===== src/rtl/dot_product_accumulator_if.sv =====
// Operand-stream and result handshake bundle for dot_product_accumulator.
interface dot_product_accumulator_if #(
    parameter int ACC_W = 24,
    parameter int CNT_W = 8
);
    logic             in_valid;
    logic             in_ready;
    logic [7:0]       in_a;
    logic [7:0]       in_b;
    logic             in_last;
    logic             out_valid;
    logic             out_ready;
    logic [ACC_W-1:0] out_sum;
    logic [CNT_W-1:0] out_count;
    logic             out_overflow;

    modport master (
        output in_valid, in_a, in_b, in_last, out_ready,
        input  in_ready, out_valid, out_sum, out_count, out_overflow
    );

    modport slave (
        input  in_valid, in_a, in_b, in_last, out_ready,
        output in_ready, out_valid, out_sum, out_count, out_overflow
    );
endinterface


===== src/rtl/dot_product_accumulator.sv =====
// Streaming saturating multiply-accumulate: sums a*b over a vector delimited by in_last,
// then holds one registered result until the consumer takes it.
module Multiplier (
    input  logic [7:0]  a,
    input  logic [7:0]  b,
    output logic [15:0] p
);
    assign p = 16'(a) * 16'(b);
endmodule

module dot_product_accumulator #(
    parameter int ACC_W = 24,
    parameter int CNT_W = 8
) (
    input logic                     clk,
    input logic                     rst,
    dot_product_accumulator_if.slave bus
);
    typedef enum logic {ACCUM, HOLD} state_t;

    state_t           state;
    logic [ACC_W-1:0] acc;
    logic [CNT_W-1:0] cnt;
    logic             ovf;
    logic             ready_q;
    logic             valid_q;
    logic [ACC_W-1:0] sum_q;
    logic [CNT_W-1:0] count_q;
    logic             ovf_q;

    logic [15:0]      prod;
    logic [ACC_W:0]   sum_w;
    logic [CNT_W:0]   cnt_w;
    logic             sat_add;
    logic [ACC_W-1:0] acc_nxt;
    logic [CNT_W-1:0] cnt_nxt;
    logic             accept;

    Multiplier u_mul (.a(bus.in_a), .b(bus.in_b), .p(prod));

    // One extra bit catches the carry out; it doubles as the saturation flag.
    assign sum_w   = {1'b0, acc} + {{(ACC_W+1-16){1'b0}}, prod};
    assign sat_add = sum_w[ACC_W];
    assign acc_nxt = sat_add ? {ACC_W{1'b1}} : sum_w[ACC_W-1:0];
    assign cnt_w   = {1'b0, cnt} + {{CNT_W{1'b0}}, 1'b1};
    assign cnt_nxt = cnt_w[CNT_W] ? {CNT_W{1'b1}} : cnt_w[CNT_W-1:0];
    assign accept  = (state == ACCUM) && ready_q && bus.in_valid;

    always_ff @(posedge clk or posedge rst) begin
        if (rst) begin
            state   <= ACCUM;
            acc     <= '0;
            cnt     <= '0;
            ovf     <= 1'b0;
            ready_q <= 1'b0;
            valid_q <= 1'b0;
            sum_q   <= '0;
            count_q <= '0;
            ovf_q   <= 1'b0;
        end else begin
            case (state)
                ACCUM: begin
                    ready_q <= 1'b1;
                    if (accept) begin
                        if (bus.in_last) begin
                            sum_q   <= acc_nxt;
                            count_q <= cnt_nxt;
                            ovf_q   <= ovf | sat_add;
                            acc     <= '0;
                            cnt     <= '0;
                            ovf     <= 1'b0;
                            ready_q <= 1'b0;
                            valid_q <= 1'b1;
                            state   <= HOLD;
                        end else begin
                            acc <= acc_nxt;
                            cnt <= cnt_nxt;
                            ovf <= ovf | sat_add;
                        end
                    end
                end
                HOLD: begin
                    if (bus.out_ready) begin
                        valid_q <= 1'b0;
                        ready_q <= 1'b1;
                        state   <= ACCUM;
                    end
                end
                default: state <= ACCUM;
            endcase
        end
    end

    assign bus.in_ready     = ready_q;
    assign bus.out_valid    = valid_q;
    assign bus.out_sum      = sum_q;
    assign bus.out_count    = count_q;
    assign bus.out_overflow = ovf_q;
endmodule


===== src/flat_wrapper.sv =====
// flat-port wrapper written by rule: the top's interface ports become plain ports
module dot_product_accumulator_flat 
#(
    parameter int ACC_W = 24,
    parameter int CNT_W = 8
)
  (clk, rst, bus_in_valid, bus_in_a, bus_in_b, bus_in_last, bus_out_ready, bus_in_ready, bus_out_valid, bus_out_sum, bus_out_count, bus_out_overflow);
  dot_product_accumulator_if #(.ACC_W(ACC_W), .CNT_W(CNT_W)) bus_i ();
  input logic clk;
  input logic rst;
  input wire logic [$bits(bus_i.in_valid)-1:0] bus_in_valid;
  input wire logic [$bits(bus_i.in_a)-1:0] bus_in_a;
  input wire logic [$bits(bus_i.in_b)-1:0] bus_in_b;
  input wire logic [$bits(bus_i.in_last)-1:0] bus_in_last;
  input wire logic [$bits(bus_i.out_ready)-1:0] bus_out_ready;
  output wire logic [$bits(bus_i.in_ready)-1:0] bus_in_ready;
  output wire logic [$bits(bus_i.out_valid)-1:0] bus_out_valid;
  output wire logic [$bits(bus_i.out_sum)-1:0] bus_out_sum;
  output wire logic [$bits(bus_i.out_count)-1:0] bus_out_count;
  output wire logic [$bits(bus_i.out_overflow)-1:0] bus_out_overflow;
  assign bus_i.in_valid = bus_in_valid;
  assign bus_i.in_a = bus_in_a;
  assign bus_i.in_b = bus_in_b;
  assign bus_i.in_last = bus_in_last;
  assign bus_i.out_ready = bus_out_ready;
  assign bus_in_ready = bus_i.in_ready;
  assign bus_out_valid = bus_i.out_valid;
  assign bus_out_sum = bus_i.out_sum;
  assign bus_out_count = bus_i.out_count;
  assign bus_out_overflow = bus_i.out_overflow;
  dot_product_accumulator #(.ACC_W(ACC_W), .CNT_W(CNT_W)) u_core (.clk(clk), .rst(rst), .bus(bus_i));
endmodule

===== config.mk =====
export PLATFORM = sky130hd
export DESIGN_NAME = dot_product_accumulator_flat
export DESIGN_NICKNAME = d
export VERILOG_FILES = /design/src/rtl/dot_product_accumulator_if.sv /design/src/rtl/dot_product_accumulator.sv /design/src/flat_wrapper.sv
export SDC_FILE = /design/constraint.sdc
export NUM_CORES = 1
export LEC_CHECK = 0
export BUFFER_PORTS_ARGS = -buffer_cell sky130_fd_sc_hd__clkbuf_2
export CAP_MARGIN = 20
export CORE_UTILIZATION = 51
export CTS_CLUSTER_SIZE = 10
export DETAILED_ROUTE_END_ITERATION = 12
export GPL_TIMING_DRIVEN = 0
export PLACE_DENSITY_LB_ADDON = 0.1
export RECOVER_POWER = 50
export SYNTH_ARGS = -nofsm -noshare
export SYNTH_HDL_FRONTEND = slang
export SYNTH_SLANG_ARGS = --single-unit

===== constraint.sdc =====
create_clock -name clk -period 5.4 [get_ports clk]
set_input_delay 0.27 -clock clk [delete_from_list [all_inputs] [get_ports clk]]
set_output_delay 0.27 -clock clk [all_outputs]
set_load 0.03 [all_outputs]

==> results by group, run 1 <==
Status
  – Status: complete, but fails checks
  – Failing checks: capacitance limit, slew limit

Worst hold path
  – Hold path startpoint: bus_out_ready
  – Hold Path Cell Cnt: 4
  – Hold Path Class: primary input to flip-flop
  – Hold Path End: u_core.bus.out_valid

Place
  – Cell Area, Placed: 0.00619 mm²
  – Final HPWL DP: 10.4 mm
  – # port buffers: 53
  – GP Congestion: 0.861

Synthesis
  – Ys Warns: 0
  – Mux contribution to synthesized area: 0.174%
  – Number of synthesized flops with an enable pin: 0
  – Synth Area in Adders: 26.6%
  – Synth Area in Compound Gates: 16.5%
  – Post-Syn Area: 0.00575 mm²
  – Main combinational cell family by area after synthesis: adder cells
  – Mean post-synth cell area: 8.93 µm²
  – Xor/xnor cell area share of the yosys netlist: 2.44%
  – Post-synth ARST share: 100%
  – Simple-Gate Fraction of Synth Area: 16.1%
  – Synth Instances: 644
  – FF+latch count, synth: 69
  – Syn Nets: 757
  – Ys flop type: dfrtp_1
  – Unique masters post-synth: 57
  – Post-synthesis sequential area ratio: 30.0%

Setup path
  – Worst flop-to-flop path startpoint: u_core.acc[7]
  – Slowest CP cell: fa_1
  – Worst path max stage delay: 0.54 ns
  – Critical Path, Cell by Cell: inv_1 > fa_1 > inv_1 > fa_1 > fa_1 > inv_1 > fa_1 > inv_1 > ha_1 > a21oi_1 > o21ai_2 > a211oi_4 > a21oi_1 > buf_4 > a21oi_1 > o22ai_1
  – Crit-path max FO: 10
  – Reg2reg end: u_core.acc[13]
  – Worst Path Required: 5.62 ns
  – Worst Path Arrival: 4.89 ns
  – CP endpoint kind: flip-flop
  – CP Class: flip-flop to flip-flop
  – FF-to-FF setup slack: 0.74 ns
  – Reg2Reg Depth: 16
  – Setup crit start kind: flip-flop

STA
  – RSZ-0062 raised after global routing: no
  – Clock Skew: 0.0147 ns
  – Setup TNS: 0 ns
  – Least-Margin Pin Slew: 3.01 ns
  – FMAX: 214 MHz
  – Max_slew headroom: -102%
  – Slew Viols, Final: 70
  – Period utilization: 86.4%
  – Fin Hold WS: 0.177 ns
  – Final setup vio count: 0
  – Final hold vios: 0
  – Min Clock Period, post-route: 4.66 ns

Power
  – Clk network pwr share: 12.6%
  – Tot Pwr: 3.56 mW
  – Int Pwr: 1.74 mW
  – Sw Share: 51.1%
  – PD cells: 558 mW/mm²
  – P_leak: 3.20 nW
  – Logic pwr share: 66.9%
  – VDD IR max: 242 µV
  – Seq pwr share: 20.5%
  – Net load switching power: 1.82 mW

Global route
  – Global-route wire length before repair: 22.8 mm
  – Vias in the first global route: 4659
  – Largest net degree at the start of global routing: 70
  – Initial antenna violation count: 0
  – Total grt overflow: 0
  – GRT Total Usage: 25.5%

Layout
  – Final instance area: 0.00638 mm²
  – Share of cells above drive strength 1: 10.4%
  – Nets: 821
  – Commonest cells after routing, fill and taps aside: inv_1, nand2_1, dfrtp_1
  – Antenna diodes: 0
  – Most common cell after layout, fill and taps aside: inv_1
  – Area grow syn2layout: 10.9%

Clock tree
  – H-tree depth reported by CTS: 3
  – Worst skew pair latency: 0.36 ns
  – Clock-pin slew on the worst setup and hold paths: 0.08 ns
  – Setup bufs post-CTS: 0
  – CTS tree: done
  – Post-cts resize count: 0
  – Root Driver: clkbuf_8
  – Clock buffer depth: 2
  – Num CTS Buffers: 9
  – Hold buffers post-CTS: 0
  – CTS sink count: 69

Route
  – Post-Route WL: 13.4 mm
  – Via count: 4582
  – Vias per inst: 5.37
  – DRT antenna net count: 0
  – First DRT Iteration DRCs: 264
  – First-pass DRT Iterations: 5
  – Average wire per standard cell: 15.7 µm
  – Drc violations: 0

Floorplan
  – Die height: 108 µm
  – Starting Density: 52.8%
  – Die ar.: 0.0117 mm²
  – Die W: 108 µm
  – IO Pins: 56
  – Rows: 38
  – Core Footprint: 0.0109 mm²

Run
  – Max-cap violations: 1
## critical path: cells and delay by family, from the launching register on
family / cells / cell delay, ns
buffers and inverters: 5 / 0.44
DFF: 1 / 0.33
AOI/OAI and AO/OA: 6 / 1.30
adders and majority gates: 5 / 2.45
## power groups by stage
stage	registers [mW]	logic, mW	clock network (mW)
after global routing	0.744	2.70	0.480
after CTS	0.730	2.39	0.453
after detailed placement	0.740	2.37	0
after floorplan	0.882	1.64	0
after global placement	0.734	2.34	0
final	0.729	2.38	0.448
## cell usage after synthesis, types with 3 or more instances
| master | number | share of area, % |
|---|---|---|
| a21o_1 | 9 | 1.2 |
| a21oi_1 | 35 | 3.0 |
| a31o_1 | 3 | 0.46 |
| a31o_2 | 3 | 0.46 |
| a31oi_1 | 10 | 1.1 |
| and2_1 | 38 | 4.1 |
| and3_1 | 5 | 0.54 |
| clkbuf_1 | 19 | 1.2 |
| dfrtp_1 | 69 | 30 |
| fa_1 | 50 | 17 |
| ha_1 | 42 | 9.1 |
| inv_1 | 102 | 6.7 |
| nand2_1 | 80 | 5.2 |
| nand2b_1 | 3 | 0.33 |
| nand3_1 | 8 | 0.70 |
| nor2_1 | 47 | 3.1 |
| o211ai_1 | 4 | 0.52 |
| o21a_1 | 5 | 0.65 |
| o21ai_0 | 31 | 2.7 |
| o21ai_1 | 9 | 0.78 |
| o22ai_1 | 9 | 0.98 |
| o31ai_1 | 4 | 0.52 |
| or3_1 | 3 | 0.33 |
| xnor2_1 | 10 | 1.5 |
| xor2_1 | 6 | 0.91 |
## worst max path at each step
stage	startpoint	end	slack, ns
final	u_core.acc[7]	u_core.acc[13]	0.74
after global routing	u_core.acc[7]	u_core.bus.out_sum[11]	0.50
after CTS	u_core.acc[7]	u_core.acc[11]	0.75
after detailed placement	bus_in_a[2]	u_core.acc[11]	0.42
after global placement	bus_in_a[2]	u_core.acc[11]	0.47
after floorplan	bus_in_b[1]	u_core.acc[11]	1.08
## layout make-up
type | instances | area, µm²
fillers | 1035 | 4510
clock inverters | 6 | 70.1
inverters | 102 | 384
clock buffers | 10 | 138
flip-flops and latches | 69 | 1730
multi-input cells | 451 | 3550
repair buffers | 53 | 243
plain buffers | 22 | 88.8
well taps | 140 | 175
## registers in the layout, indices dropped and copies added, names as in the netlist, 8 cells and up
register and flops:
u_core.bus.out_sum 24, u_core.cnt 8, u_core.acc 24, u_core.bus.out_count 8
## routing by layer
layer  GRT usage [%]  vias up  wire length (µm)
met5               0        -                 0
met4            7.44        0               239
met3            3.80       16               446
met2            43.2       87              6500
met1            33.9     2252              6180
li1                -     2227                 -
## logic make-up after synthesis
group,count (synthesis)
flip-flops,69
adder cells (fa/ha/maj),92
XOR/XNOR,16
buffers and inverters,124
AND/OR/NAND/NOR,197
multiplexers,1
AO/OA/AOI/OAI,145
## through the flow
step	util [%]	setup slack [ns]	cells
after floorplan	-	1.08	644
after global placement	56.8	0.472	837
after detailed placement	56.9	0.416	837
after CTS	58.8	0.751	853
after global routing	58.6	0.496	853
final	58.6	0.735	853
Note: power is estimated with default switching activity, not from simulation.
==> run 2, diff against run 1 <==
Settings changed: ABC_AREA set to 1.
==> results by group, run 2 <==
Synthesis
  – Ys Warns: 0 (unchanged)
  – FF+latch count, synth: 69 (unchanged)
  – Ys flop type: dfrtp_1
  – Post-synthesis sequential area ratio: 28.0% (-2.0 points)
  – Yosys top cell by area: dfrtp_1
  – Mean post-synth cell area: 7.10 µm² (-20%)
  – Synth cell count leaders: nand2_1, inv_1, dfrtp_1
  – Number of synthesized flops with an enable pin: 0 (unchanged)
  – Synth Instances: 867 (+35%)
  – Syn Nets: 980 (+29%)
  – Post-synth ARST share: 100% (unchanged)
  – Most common cell in the netlist: nand2_1
  – Post-Syn Area: 0.00616 mm² (+7.1%)
  – Share of Yosys cell area claimed by the top area cell type: 28.0% (-2.0 points)
  – Unique masters post-synth: 28 (-51%)
  – Top post-synthesis cells by area: dfrtp_1, nand2_1, fa_1

Clock tree
  – Worst skew pair latency: 0.33 ns (-0.03 ns)
  – Post-cts resize count: 0 (unchanged)
  – Setup bufs post-CTS: 0 (unchanged)
  – CTS tree: done
  – Clock buffer depth: 2 (unchanged)
  – H-tree depth reported by CTS: 3 (unchanged)
  – CTS sink count: 69 (unchanged)
  – Root Driver: clkbuf_16
  – Num CTS Buffers: 9 (unchanged)
  – Clock-pin slew on the worst setup and hold paths: 0.05 ns (-0.03 ns)
  – Hold buffers post-CTS: 0 (unchanged)

Setup path
  – Crit-path max FO: 10 (unchanged)
  – Worst Path Required: 5.61 ns (about the same)
  – CP endpoint kind: flip-flop
  – CP Class: primary input to flip-flop
  – Worst Path Arrival: 4.69 ns (-0.20 ns)
  – Setup crit start kind: primary input

Layout
  – Antenna diodes: 0 (unchanged)
  – Most common cell after layout, fill and taps aside: nand2_1
  – Commonest cells after routing, fill and taps aside: nand2_1, inv_1, dfrtp_1
  – Fill cells: 1148 (+11%)
  – Area grow syn2layout: 10.5%
  – Final instance area: 0.00681 mm² (+6.8%)
  – Nets: 1030 (+25%)
  – Share of cells above drive strength 1: 5.64% (-4.7 points)
  – Final Core Density: 58.6% (about the same)

STA
  – Final setup vio count: 0 (unchanged)
  – Min Clock Period, post-route: 4.48 ns (-0.188 ns)
  – Slew Viols, Final: 70 (unchanged)
  – FMAX: 223 MHz (+4.2%)
  – Max_slew headroom: -102% (+0.37 points)
  – Least-Margin Pin Slew: 3.01 ns (-0.00545 ns)
  – Final hold vios: 0 (unchanged)
  – Clock Skew: 0.00958 ns (-0.00513 ns)
  – RSZ-0062 raised after global routing: no
  – Setup TNS: 0 ns (unchanged)
  – Period utilization: 82.9% (-3.5 points)

Route
  – First-pass DRT Iterations: 9 (+4)
  – Average wire per standard cell: 13.6 µm (-13%)
  – DRT antenna net count: 0 (unchanged)
  – Post-Route WL: 14.5 mm (+8.7%)
  – Via count: 5228 (+14%)
  – First DRT Iteration DRCs: 331 (+25%)
  – Vias per inst: 4.91 (-8.6%)
  – Drc violations: 1 (+1)

Power
  – VDD IR max: 326 µV (+35%)
  – PD cells: 564 mW/mm² (+1.0%)
  – P_leak: 4.17 nW (+30%)
  – Tot Pwr: 3.84 mW (+7.9%)

Global route
  – GRT Total Usage: 25.3% (-0.22 points)
  – Vias in the first global route: 5300 (+14%)
  – Initial antenna violation count: 0 (unchanged)
  – Global-route wire length before repair: 25.1 mm (+10%)
  – Largest net degree at the start of global routing: 70 (unchanged)
  – Total grt overflow: 0 (unchanged)

Floorplan
  – IO Pins: 56 (unchanged)
  – Rows: 39 (+2.6%)
  – Die ar.: 0.0125 mm² (+7.0%)
  – Die height: 112 µm (+3.4%)
  – Core Footprint: 0.0116 mm² (+6.7%)
  – Die W: 112 µm (+3.4%)
  – Starting Density: 53.0% (+0.23 points)

Worst hold path
  – Hold Path Class: primary input to flip-flop

Place
  – # port buffers: 39 (-26%)
  – Cell Area, Placed: 0.00654 mm² (+5.6%)
  – GP Congestion: 0.917 (+6.5%)
  – Final HPWL DP: 12.0 mm (+15%)

Status
  – Failing checks: DRC, capacitance limit, slew limit
  – Status: complete, but fails checks

Run
  – Max-cap violations: 1 (unchanged)
## run 2: report_power, final
part / internal (mW) / total, mW / switching (mW) / leakage [nW]
clock network: 0.369 / 0.583 / 0.214 / 0.143
logic: 0.852 / 2.53 / 1.68 / 3.11
registers: 0.648 / 0.730 / 0.0812 / 0.915
total: 1.87 / 3.84 / 1.97 / 4.17
## run 2: layout make-up
type | instances | area [µm²] | share of cell area (%)
well taps | 143 | 179 | 2.63
plain buffers | 30 | 125 | 1.84
clock inverters | 4 | 47.5 | 0.698
clock buffers | 12 | 246 | 3.62
repair buffers | 39 | 174 | 2.55
flip-flops and latches | 69 | 1730 | 25.4
multi-input cells | 562 | 3530 | 51.9
inverters | 206 | 774 | 11.4
## run 2: logic make-up after synthesis
group / share of synthesized area (%)
and+or+nand+nor: 27.2
adders and majority gates: 24.8
xor gates and xnor gates: 1.28
DFF: 28.0
AOI/OAI and AO/OA: 4.12
buffers and inverters: 14.6
## run 2: final timing paths
| kind | start | endpoint | slack, ns | cells past startpoint |
|---|---|---|---|---|
| max | bus_in_a[4] | u_core.bus.out_sum[16] | 0.92 | 23 |
| min | bus_out_ready | u_core.state | 0.19 | 2 |
| max reg2reg | u_core.acc[5] | u_core.bus.out_sum[16] | 1.04 | 20 |
| min reg2reg | u_core.bus.out_sum[1] | u_core.bus.out_sum[1] | 0.48 | 2 |
| max in group asynchronous | rst | u_core.acc[14] | 3.27 | 2 |
| min in group asynchronous | rst | u_core.cnt[0] | 0.79 | 2 |
## run 2: critical path: stages
cell and delay (ns):
clkbuf_1 0.34, nand2_1 0.10, inv_1 0.09, fa_1 0.45
fa_1 0.53, fa_1 0.56, inv_1 0.06, fa_1 0.53
inv_1 0.04, ha_1 0.35, nand2_1 0.13, inv_1 0.05
nand2_1 0.05, nand2_1 0.08, nand2_1 0.07, nand2_1 0.06
nand2_1 0.09, nand2_1 0.13, nor2_8 0.22, buf_8 0.19
nand3_2 0.11, nand2_1 0.09, nand2_1 0.07
## run 2: per-stage QoR
step,setup WS (ns),hold WS [ns],instances
final,0.923,0.189,1065
after floorplan,1.18,0.396,867
after detailed placement,0.553,0.465,1049
after CTS,0.882,0.148,1065
after global placement,0.576,0.464,1049
after global routing,0.569,0.209,1065
## run 2: routing by layer
metal  share of wire [%]  vias to the layer above  GRT usage (%)
met5                   0                        -              0
met4                 2.5                        0           9.46
met3                 3.6                       28           3.05
met2                  48                      121           42.7
met1                  46                     2455           33.4
li1                    -                     2624              -
==> run 3, diff against run 2 <==
Clock period 5.4 ns to 3.7 ns, I/O delays scaled along.
==> results by group, run 3 (synthesis gave the netlist of run 2 again) <==
Clock tree
  – H-tree depth reported by CTS: 3 (unchanged)
  – Worst skew pair latency: 0.33 ns (about the same)
  – Root Driver: clkbuf_16
  – Num CTS Buffers: 9 (unchanged)
  – Hold buffers post-CTS: 0 (unchanged)
  – Clock buffer depth: 2 (unchanged)
  – CTS sink count: 69 (unchanged)
  – Clock-pin slew on the worst setup and hold paths: 0.06 ns (about the same)
  – CTS tree: done

Global route
  – Total grt overflow: 0 (unchanged)
  – Global-route wire length before repair: 26.5 mm (+5.6%)
  – Largest net degree at the start of global routing: 70 (unchanged)
  – GRT Total Usage: 26.9% (+1.6 points)
  – Vias in the first global route: 5473 (+3.3%)
  – Initial antenna violation count: 0 (unchanged)

Run
  – Max-cap violations: 1 (unchanged)

Layout
  – Register Area: 0.00173 mm² (about the same)
  – Area grow syn2layout: 27.4%
  – Fill cells: 956 (-17%)
  – Final instance area: 0.00785 mm² (+15%)
  – Commonest cells after routing, fill and taps aside: nand2_1, inv_1, dfrtp_1
  – Share of cells above drive strength 1: 26.3% (+21 points)
  – Multi-input combinational cell area: 0.00418 mm² (+18%)
  – Antenna diodes: 0 (unchanged)
  – Most common cell after layout, fill and taps aside: nand2_1
  – Final Core Density: 67.6% (+8.9 points)
  – Nets: 1055 (+2.4%)

Power
  – PD cells: 1010 mW/mm² (+78%)
  – Logic pwr share: 76.2% (+10 points)
  – VDD IR max: 676 µV (+110%)
  – Sw Share: 51.9% (+0.56 points)
  – Clk network pwr share: 10.4% (-4.8 points)
  – Int Pwr: 3.80 mW (+100%)
  – Tot Pwr: 7.90 mW (+110%)
  – Net load switching power: 4.10 mW (+110%)
  – P_leak: 4.55 nW (+9.3%)
  – Seq pwr share: 13.5% (-5.5 points)

Route
  – First-pass DRT Iterations: 9 (unchanged)
  – First DRT Iteration DRCs: 303 (-8.5%)
  – Average wire per standard cell: 15.0 µm (+10%)
  – Drc violations: 3 (+2)
  – Vias per inst: 5.07 (+3.3%)
  – DRT antenna net count: 0 (unchanged)
  – Via count: 5527 (+5.7%)
  – Post-Route WL: 16.4 mm (+13%)

Worst hold path
  – Hold path startpoint: bus_out_ready
  – Hold Path Cell Cnt: 2 (unchanged)
  – Hold Path Class: primary input to flip-flop
  – Hold Path End: u_core.state

STA
  – Final worst setup slack: -0.237 ns (-1.16 ns)
  – RSZ-0062 raised after global routing: yes
  – Setup TNS: -7.38 ns (-7.38 ns)
  – Final setup vio count: 50 (+50)
  – Slew Viols, Final: 70 (unchanged)
  – Max_slew headroom: -71.2% (+31 points)
  – Period utilization: 106%
  – Final hold vios: 0 (unchanged)
  – Clock Skew: 0.00589 ns (-0.00369 ns)
  – Least-Margin Pin Slew: 2.57 ns (-0.444 ns)
  – Min Clock Period, post-route: 3.94 ns
  – FMAX: 254 MHz

Setup path
  – Setup crit start kind: flip-flop
  – Worst Path Required: 3.92 ns (-1.69 ns)
  – Worst Path Arrival: 4.16 ns (-0.53 ns)
  – CP Class: flip-flop to flip-flop
  – FF-to-FF setup slack: -0.24 ns (-1.28 ns)
  – Worst path max stage delay: 0.50 ns (-0.06 ns)
  – Crit-path max FO: 7 (-3)
  – Most frequent CP cell: fa_1
  – Critical Path, Cell by Cell: inv_2 > fa_1 > inv_1 > fa_1 > ha_1 > inv_1 > fa_1 > inv_2 > ha_4 > or2_4 > and2_4 > nand2_2 > nand2_4 > nand2_4 > buf_6 > nand3_4 > or2_4 > nand2_1 > nand2_1
  – Worst flop-to-flop path startpoint: u_core.acc[5]
  – Crit path buffers/inverters: 5 (-1)
  – Reg2Reg Depth: 19 (-5.0%)
  – CP endpoint kind: flip-flop
  – Cell family with most CP delay: adder cells
  – Slowest CP cell: fa_1
  – Reg2reg end: u_core.acc[0]

Place
  – Cell Area, Placed: 0.00685 mm² (+4.8%)
  – Place WS: -0.551 ns (-1.10 ns)
  – GP Congestion: 0.967 (+5.5%)
  – Final HPWL DP: 12.2 mm (+1.8%)
  – # port buffers: 39 (unchanged)

Floorplan
  – Die ar.: 0.0125 mm² (unchanged)
  – IO Pins: 56 (unchanged)
  – Rows: 39 (unchanged)
  – Core Footprint: 0.0116 mm² (unchanged)
  – Die height: 112 µm (unchanged)
  – Starting Density: 53.0% (unchanged)
  – Die W: 112 µm (unchanged)

Status
  – Status: complete, but fails checks
  – Failing checks: DRC, capacitance limit, slew limit, setup timing
-- run 3: cell types whose count changed in the layout (fill, tap and decap cells not counted), sizes merged --
cell and delta:
buf +25, bufinv -1, clkbuf -1, clkinv +2, clkinvlp -1, inv +1
-- run 3: worst reg2reg max path: stages, from the launching register on --
cell and delay [ns]:
dfrtp_2 0.42, inv_2 0.05, fa_1 0.49, inv_1 0.05, fa_1 0.43, ha_1 0.29, inv_1 0.05, fa_1 0.50
inv_2 0.05, ha_4 0.21, or2_4 0.25, and2_4 0.17, nand2_2 0.07, nand2_4 0.07, nand2_4 0.08, buf_6 0.10
nand3_4 0.13, or2_4 0.29, nand2_1 0.07, nand2_1 0.06
-- run 3: worst max-delay path by stage --
stage | slack, ns | cells past startpoint | from | to
after CTS | -0.24 | 21 | u_core.acc[7] | u_core.acc[7]
after global placement | -0.52 | 21 | bus_in_a[0] | u_core.acc[8]
final | -0.24 | 19 | u_core.acc[5] | u_core.acc[0]
after floorplan | -0.08 | 23 | bus_in_a[4] | u_core.acc[7]
after detailed placement | -0.55 | 21 | bus_in_a[0] | u_core.acc[8]
after global routing | -0.38 | 20 | u_core.acc[7] | u_core.acc[20]
-- run 3: per-layer routing --
metal  global-route usage, %  vias up  share of wire [%]  wire length [µm]
met5                       0        -                  0                 0
met4                    8.83        0                1.9               304
met3                    3.16       22                4.2               687
met2                    46.8      186                 51              8390
met1                    34.9     2635                 43              7010
li1                        -     2684                  -                 -
-- run 3: timing repair --
| action | 4_1_cts | 5_1_grt |
|---|---|---|
| gates resized for setup | 91 | 72 |
| endpoints found under the setup margin | 50 | 50 |
| cloned | 1 | 0 |
| buffers inserted | 13 | 13 |
| pin swaps | 35 | 32 |
-- run 3: cell type report --
cell class | count | area share, %
clock inverters | 5 | 0.447
well taps | 143 | 2.28
flip-flops and latches | 69 | 22.0
multi-input cells | 562 | 53.3
plain buffers | 29 | 3.21
inverters | 206 | 9.92
repair buffers | 65 | 5.63
clock buffers | 11 | 3.22
-- run 3: power by group through the flow --
stage | clock network, mW | registers (mW) | logic (mW)
floorplan | 0 | 1.24 | 3.02
global placement | 0 | 1.06 | 4.39
detailed placement | 0 | 1.06 | 4.43
CTS | 0.828 | 1.06 | 5.17
global route | 0.867 | 1.08 | 6.53
finish | 0.818 | 1.06 | 6.01
-- run 3: through the flow --
stage | cells | hold WS, ns
after floorplan | 867 | 0.311
after global placement | 1049 | 0.411
after detailed placement | 1049 | 0.397
after CTS | 1079 | 0.0439
after global routing | 1090 | 0.146
final | 1090 | 0.122
